--- src/rtl/calc_display_buffer.sv ---
// Eight-digit symbol buffer feeding registered active-low seven-segment vectors,
// with a busy decimal point and a blinking "Erro" message while the core reports an error.
module calc_display_buffer #(
  parameter int BLINK_DIV = 25_000_000
) (
  input  logic       clock,
  input  logic       reset,
  input  logic [3:0] data,
  input  logic [3:0] pos,
  input  logic [1:0] status,
  output logic [7:0] a,
  output logic [7:0] b,
  output logic [7:0] c,
  output logic [7:0] d,
  output logic [7:0] e,
  output logic [7:0] f,
  output logic [7:0] g,
  output logic [7:0] dp,
  output logic [1:0] dbg_state_o
);

  localparam int CW = (BLINK_DIV > 2) ? $clog2(BLINK_DIV) : 1;
  localparam logic [CW-1:0] CNT_LAST = CW'(BLINK_DIV - 1);

  typedef enum logic [1:0] {
    SHOW    = 2'd0,
    BUSY    = 2'd1,
    ERR_ON  = 2'd2,
    ERR_OFF = 2'd3
  } state_t;

  state_t        state_q, state_d;
  logic [CW-1:0] cnt_q, cnt_d;
  logic [3:0]    mem_q [8];
  logic [7:0]    a_q, b_q, c_q, d_q, e_q, f_q, g_q, dp_q;
  logic [7:0]    a_d, b_d, c_d, d_d, e_d, f_d, g_d, dp_d;

  // Returns {a,b,c,d,e,f,g}, active-low.
  function automatic logic [6:0] glyph(input logic [3:0] sym);
    case (sym)
      4'd0:    glyph = 7'b0000001;
      4'd1:    glyph = 7'b1001111;
      4'd2:    glyph = 7'b0010010;
      4'd3:    glyph = 7'b0000110;
      4'd4:    glyph = 7'b1001100;
      4'd5:    glyph = 7'b0100100;
      4'd6:    glyph = 7'b0100000;
      4'd7:    glyph = 7'b0001111;
      4'd8:    glyph = 7'b0000000;
      4'd9:    glyph = 7'b0000100;
      4'd10:   glyph = 7'b1111110;
      4'd11:   glyph = 7'b0110000;
      4'd12:   glyph = 7'b1111010;
      4'd13:   glyph = 7'b1100010;
      4'd14:   glyph = 7'b0011000;
      default: glyph = 7'b1111111;
    endcase
  endfunction

  // "Erro" sits on digits 3..0; the upper half stays blank.
  function automatic logic [3:0] err_sym(input int unsigned idx);
    case (idx)
      3:       err_sym = 4'd11;
      2, 1:    err_sym = 4'd12;
      0:       err_sym = 4'd13;
      default: err_sym = 4'd15;
    endcase
  endfunction

  always_comb begin
    state_d = state_q;
    cnt_d   = '0;
    if (status[1]) begin
      if (state_q == SHOW || state_q == BUSY) begin
        state_d = ERR_ON;
      end else if (cnt_q == CNT_LAST) begin
        state_d = (state_q == ERR_ON) ? ERR_OFF : ERR_ON;
      end else begin
        cnt_d = cnt_q + 1'b1;
      end
    end else begin
      state_d = status[0] ? BUSY : SHOW;
    end
  end

  always_comb begin
    a_d  = '1;
    b_d  = '1;
    c_d  = '1;
    d_d  = '1;
    e_d  = '1;
    f_d  = '1;
    g_d  = '1;
    dp_d = '1;
    if (state_q != ERR_OFF) begin
      for (int unsigned i = 0; i < 8; i++) begin
        {a_d[i], b_d[i], c_d[i], d_d[i], e_d[i], f_d[i], g_d[i]} =
          glyph((state_q == ERR_ON) ? err_sym(i) : mem_q[i]);
      end
    end
    if (state_q == BUSY) dp_d[0] = 1'b0;
  end

  always_ff @(posedge clock) begin
    if (reset) begin
      state_q <= SHOW;
      cnt_q   <= '0;
      for (int i = 0; i < 8; i++) mem_q[i] <= 4'hF;
      a_q  <= '1;
      b_q  <= '1;
      c_q  <= '1;
      d_q  <= '1;
      e_q  <= '1;
      f_q  <= '1;
      g_q  <= '1;
      dp_q <= '1;
    end else begin
      state_q <= state_d;
      cnt_q   <= cnt_d;
      if (!pos[3]) mem_q[pos[2:0]] <= data;
      a_q  <= a_d;
      b_q  <= b_d;
      c_q  <= c_d;
      d_q  <= d_d;
      e_q  <= e_d;
      f_q  <= f_d;
      g_q  <= g_d;
      dp_q <= dp_d;
    end
  end

  assign a           = a_q;
  assign b           = b_q;
  assign c           = c_q;
  assign d           = d_q;
  assign e           = e_q;
  assign f           = f_q;
  assign g           = g_q;
  assign dp          = dp_q;
  assign dbg_state_o = state_q;

endmodule
--- config.mk ---
export PLATFORM = sky130hd
export DESIGN_NAME = calc_display_buffer
export DESIGN_NICKNAME = d
export VERILOG_FILES = /design/src/rtl/calc_display_buffer.sv
export SDC_FILE = /design/constraint.sdc
export NUM_CORES = 1
export LEC_CHECK = 0
export ABC_AREA = 1
export CAP_MARGIN = 10
export CORE_ASPECT_RATIO = 1.2
export CORE_MARGIN = 4
export CORE_UTILIZATION = 55
export CTS_BUF_LIST = sky130_fd_sc_hd__clkbuf_4
export DETAILED_ROUTE_END_ITERATION = 10
export PLACE_DENSITY = 0.79
export RECOVER_POWER = 50
export SYNTH_ARGS = -nofsm -noshare
export SYNTH_HDL_FRONTEND = slang
export SYNTH_SLANG_ARGS = --single-unit
--- constraint.sdc ---
create_clock -name clock -period 2.4 [get_ports clock]
set_input_delay 0.48 -clock clock [delete_from_list [all_inputs] [get_ports clock]]
set_output_delay 0.48 -clock clock [all_outputs]
set_load 0.01 [all_outputs]
==> qor.txt <==
Top Ports -> 78
Cell taking the most area after synthesis -> dfxtp_1
Area occupied by multi-input gates -> 2968 um^2
Initial antenna violation count -> 1
R2R setup slack -> 0.35 ns
Sw Share -> 27.45%
Max_cap viols -> 0
Worst R2R End -> a[6]
Netlist Area Pre-Place -> 6043 um^2
CTS tree -> yes
Hold-fix buffers, CTS -> 0
Most common cell after layout, fill and taps aside -> nand2_1
Vias in the first global route -> 5109
Combinational Power Share -> 18.7%
Hold Fails Final Rpt -> 0
Synth Instances -> 775
Reg2reg start -> dbg_state_o[1]
Overall routed net length -> 12660 um
Clk Latency, worst-skew pair -> 0.54 ns
Largest net degree at the start of global routing -> 44
Initial Util -> 56.91%
Post-DP HPWL -> 9420 um
Hold Crit Start -> cnt_q[0]
Vias -> 5146
Port Buffers -> 70
Slowest stage cell, crit path -> clkdlybuf4s50_1
Clk pwr share -> 32.2%
Die W -> 103.7 um
Worst Path Max Fanout -> 6
Ys Warns -> 0
WL per Instance -> 12.60 um
CTS Sinks -> 116
Crit path kind -> reg2out
Routed Antenna Nets -> 0
Status -> complete, no violations
Worst Path Required -> 1.92 ns
Die area -> 12740 um^2
Peak Freq -> 472.7 MHz
Drt via density -> 5.120
Cell depth of the worst setup path -> 1
CTS resizes -> 0
CTS Buffer Depth -> 2
Switching Power -> 1.229 mW
Sequential fraction of the synthesis area -> 43.73%
FF+latch area -> 2643 um^2
DRC -> 0
Clock Pin Slew Worst Setup and Hold Paths -> 0.10 ns
Tmin final -> 2.116 ns
Rows -> 41
Worst ir drop on vdd -> 0.4597 mV
Crit start category -> register
Dpl cells -> 972
GRT Total Usage -> 20.82%
Flop pwr share -> 49.1%
Pwr/cell area -> 625.4 nW/um^2
CP Buf/Inv Count -> 1
Crit-path max cell delay -> 0.62 ns
WHS Endpoint -> cnt_q[0]
Area share of the largest cell type after synthesis -> 27.83%
Syn_area_per_cell -> 7.798 um^2
Layout cells sized above 1 -> 6.286%
Non-Filler Instances -> 1005
Grt ovf -> 0
Post-CTS Setup Bufs -> 0
Type of element capturing the critical path -> output port
Final setup skew -> 0.01416 ns
Num CTS Buffers -> 17
Die height -> 122.8 um
Hold Crit Class -> reg2reg
Area contributors post-synth -> dfxtp_1, edfxtp_1, nand2_1, ha_1, nor2_1
First-pass GRT wire length -> 21500 um
Period utilisation layout -> 88.15%
Final setup fails -> 0
Pint -> 3.248 mW
Crit path max-delay family -> buffers and inverters
Htree depth -> 4
Core ar. -> 10620 um^2
Worst slew margin -> 63.36%
Worst path cell trace -> clkdlybuf4s50_1
Drt first pass iters -> 5
Seq cells post-synth -> 116
Final setup TNS -> 0 ns
Hold path cells -> 1
Filler cell count in the final layout -> 882
CTS root buf -> clkbuf_4
Max Slew Vio Count -> 0
Commonest cells after routing, fill and taps aside -> nand2_1, nor2_1, inv_1, dfxtp_1, clkdlybuf4s50_1
R2R depth -> 9
Unrepaired setup endpoints after global routing -> false
GPL Wtd Cong -> 0.9063
DR iter-0 viols -> 257
Crit path DAT -> 1.64 ns
Worst-margin pin slew -> 0.5490 ns
Yosys cell types -> 36
Area grow syn2layout -> 18.45%
Leakage -> 3.090 nW
Post-layout nets -> 931
## synthesized netlist by cell type
cell,count
and2_1,1
inv_2,1
o311ai_0,3
clkbuf_1,5
edfxtp_1,32
a21oi_2,1
a21o_1,1
dfxtp_1,84
o31ai_1,1
nor2_1,99
or2_0,1
nand2_4,1
nand3_1,41
inv_1,90
nor3_1,4
nor2_2,1
or2_2,6
o21ai_0,54
ha_1,57
conb_1,1
o311ai_1,2
buf_2,1
o21ai_1,3
buf_4,10
a31oi_1,2
and3_1,1
a21oi_1,36
nand3b_1,1
nand2_2,9
xnor2_1,6
xor2_1,6
nand4_1,1
o211ai_1,9
nand2_1,201
buf_6,2
nor3b_1,1
## metal layers
| metal | up-vias | GRT usage [%] | share of wire (%) |
|---|---|---|---|
| met3 | 25 | 4.892 | 4.8 |
| met4 | 0 | 11.47 | 2.4 |
| met2 | 143 | 39.57 | 53 |
| met5 | - | 0 | 0 |
| li1 | 2644 | - | - |
| met1 | 2334 | 21.13 | 40 |
## stage by stage
step | instance area (um^2) | power, mW | hold slack (ns) | setup WS, ns | util (%)
2_1_floorplan | 6066 | 2.739 | 0.4175 | 0.5387 | -
3_3_place_gp | 6889 | 3.063 | 0.4267 | 0.2859 | 64.88
3_5_place_dp | 6889 | 3.087 | 0.4654 | 0.2017 | 64.88
4_1_cts | 7177 | 4.518 | 0.4833 | 0.2593 | 67.59
5_1_grt | 7158 | 4.715 | 0.4969 | 0.1637 | 67.41
6_report | 7158 | 4.477 | 0.4731 | 0.2844 | 67.41
## area by class of cell
type                    instances  area share, %
repair buffers                 80          10.54
diodes                          1        0.03496
flip-flops and latches        116          36.92
well taps                     129          2.255
clock buffers                  20          2.098
inverters                      91          4.772
clock inverters                12          1.923
multi-input cells             556          41.46
## worst max path at each step
stage,from,endpoint
after floorplan,dbg_state_o[0],a[6]
after global placement,reset,mem_q[3][0]
after detailed placement,reset,mem_q[6][0]
after CTS,dbg_state_o[1],dbg_state_o[1]
after global routing,dbg_state_o[1],e[5]
final,dbg_state_o[1],dbg_state_o[1]
## flip-flops by register name, indices dropped and copies added, names as in the netlist
register	count
dbg_state_o	2
mem_q	32
dp	1
g	8
a	8
c	8
f	8
d	8
e	8
b	8
cnt_q	25
## power groups by stage
stage | Clock, mW | Combinational, mW | Sequential [mW]
final | 1.44 | 0.837 | 2.20
after global routing | 1.56 | 0.938 | 2.21
after floorplan | 0 | 0.445 | 2.29
after global placement | 0 | 0.821 | 2.24
after CTS | 1.47 | 0.850 | 2.20
after detailed placement | 0 | 0.842 | 2.25
## cells by family after synthesis
kind of cell / after synthesis / share of synthesized area, %
adder cells (fa/ha/maj): 57 / 11.80
flip-flops: 116 / 43.73
XOR/XNOR: 12 / 1.739
buffers and inverters: 109 / 7.660
other: 1 / 0.06205
AND/OR/NAND/NOR: 368 / 24.87
AO/OA/AOI/OAI: 112 / 10.14
(Power assumes the default switching activity.)
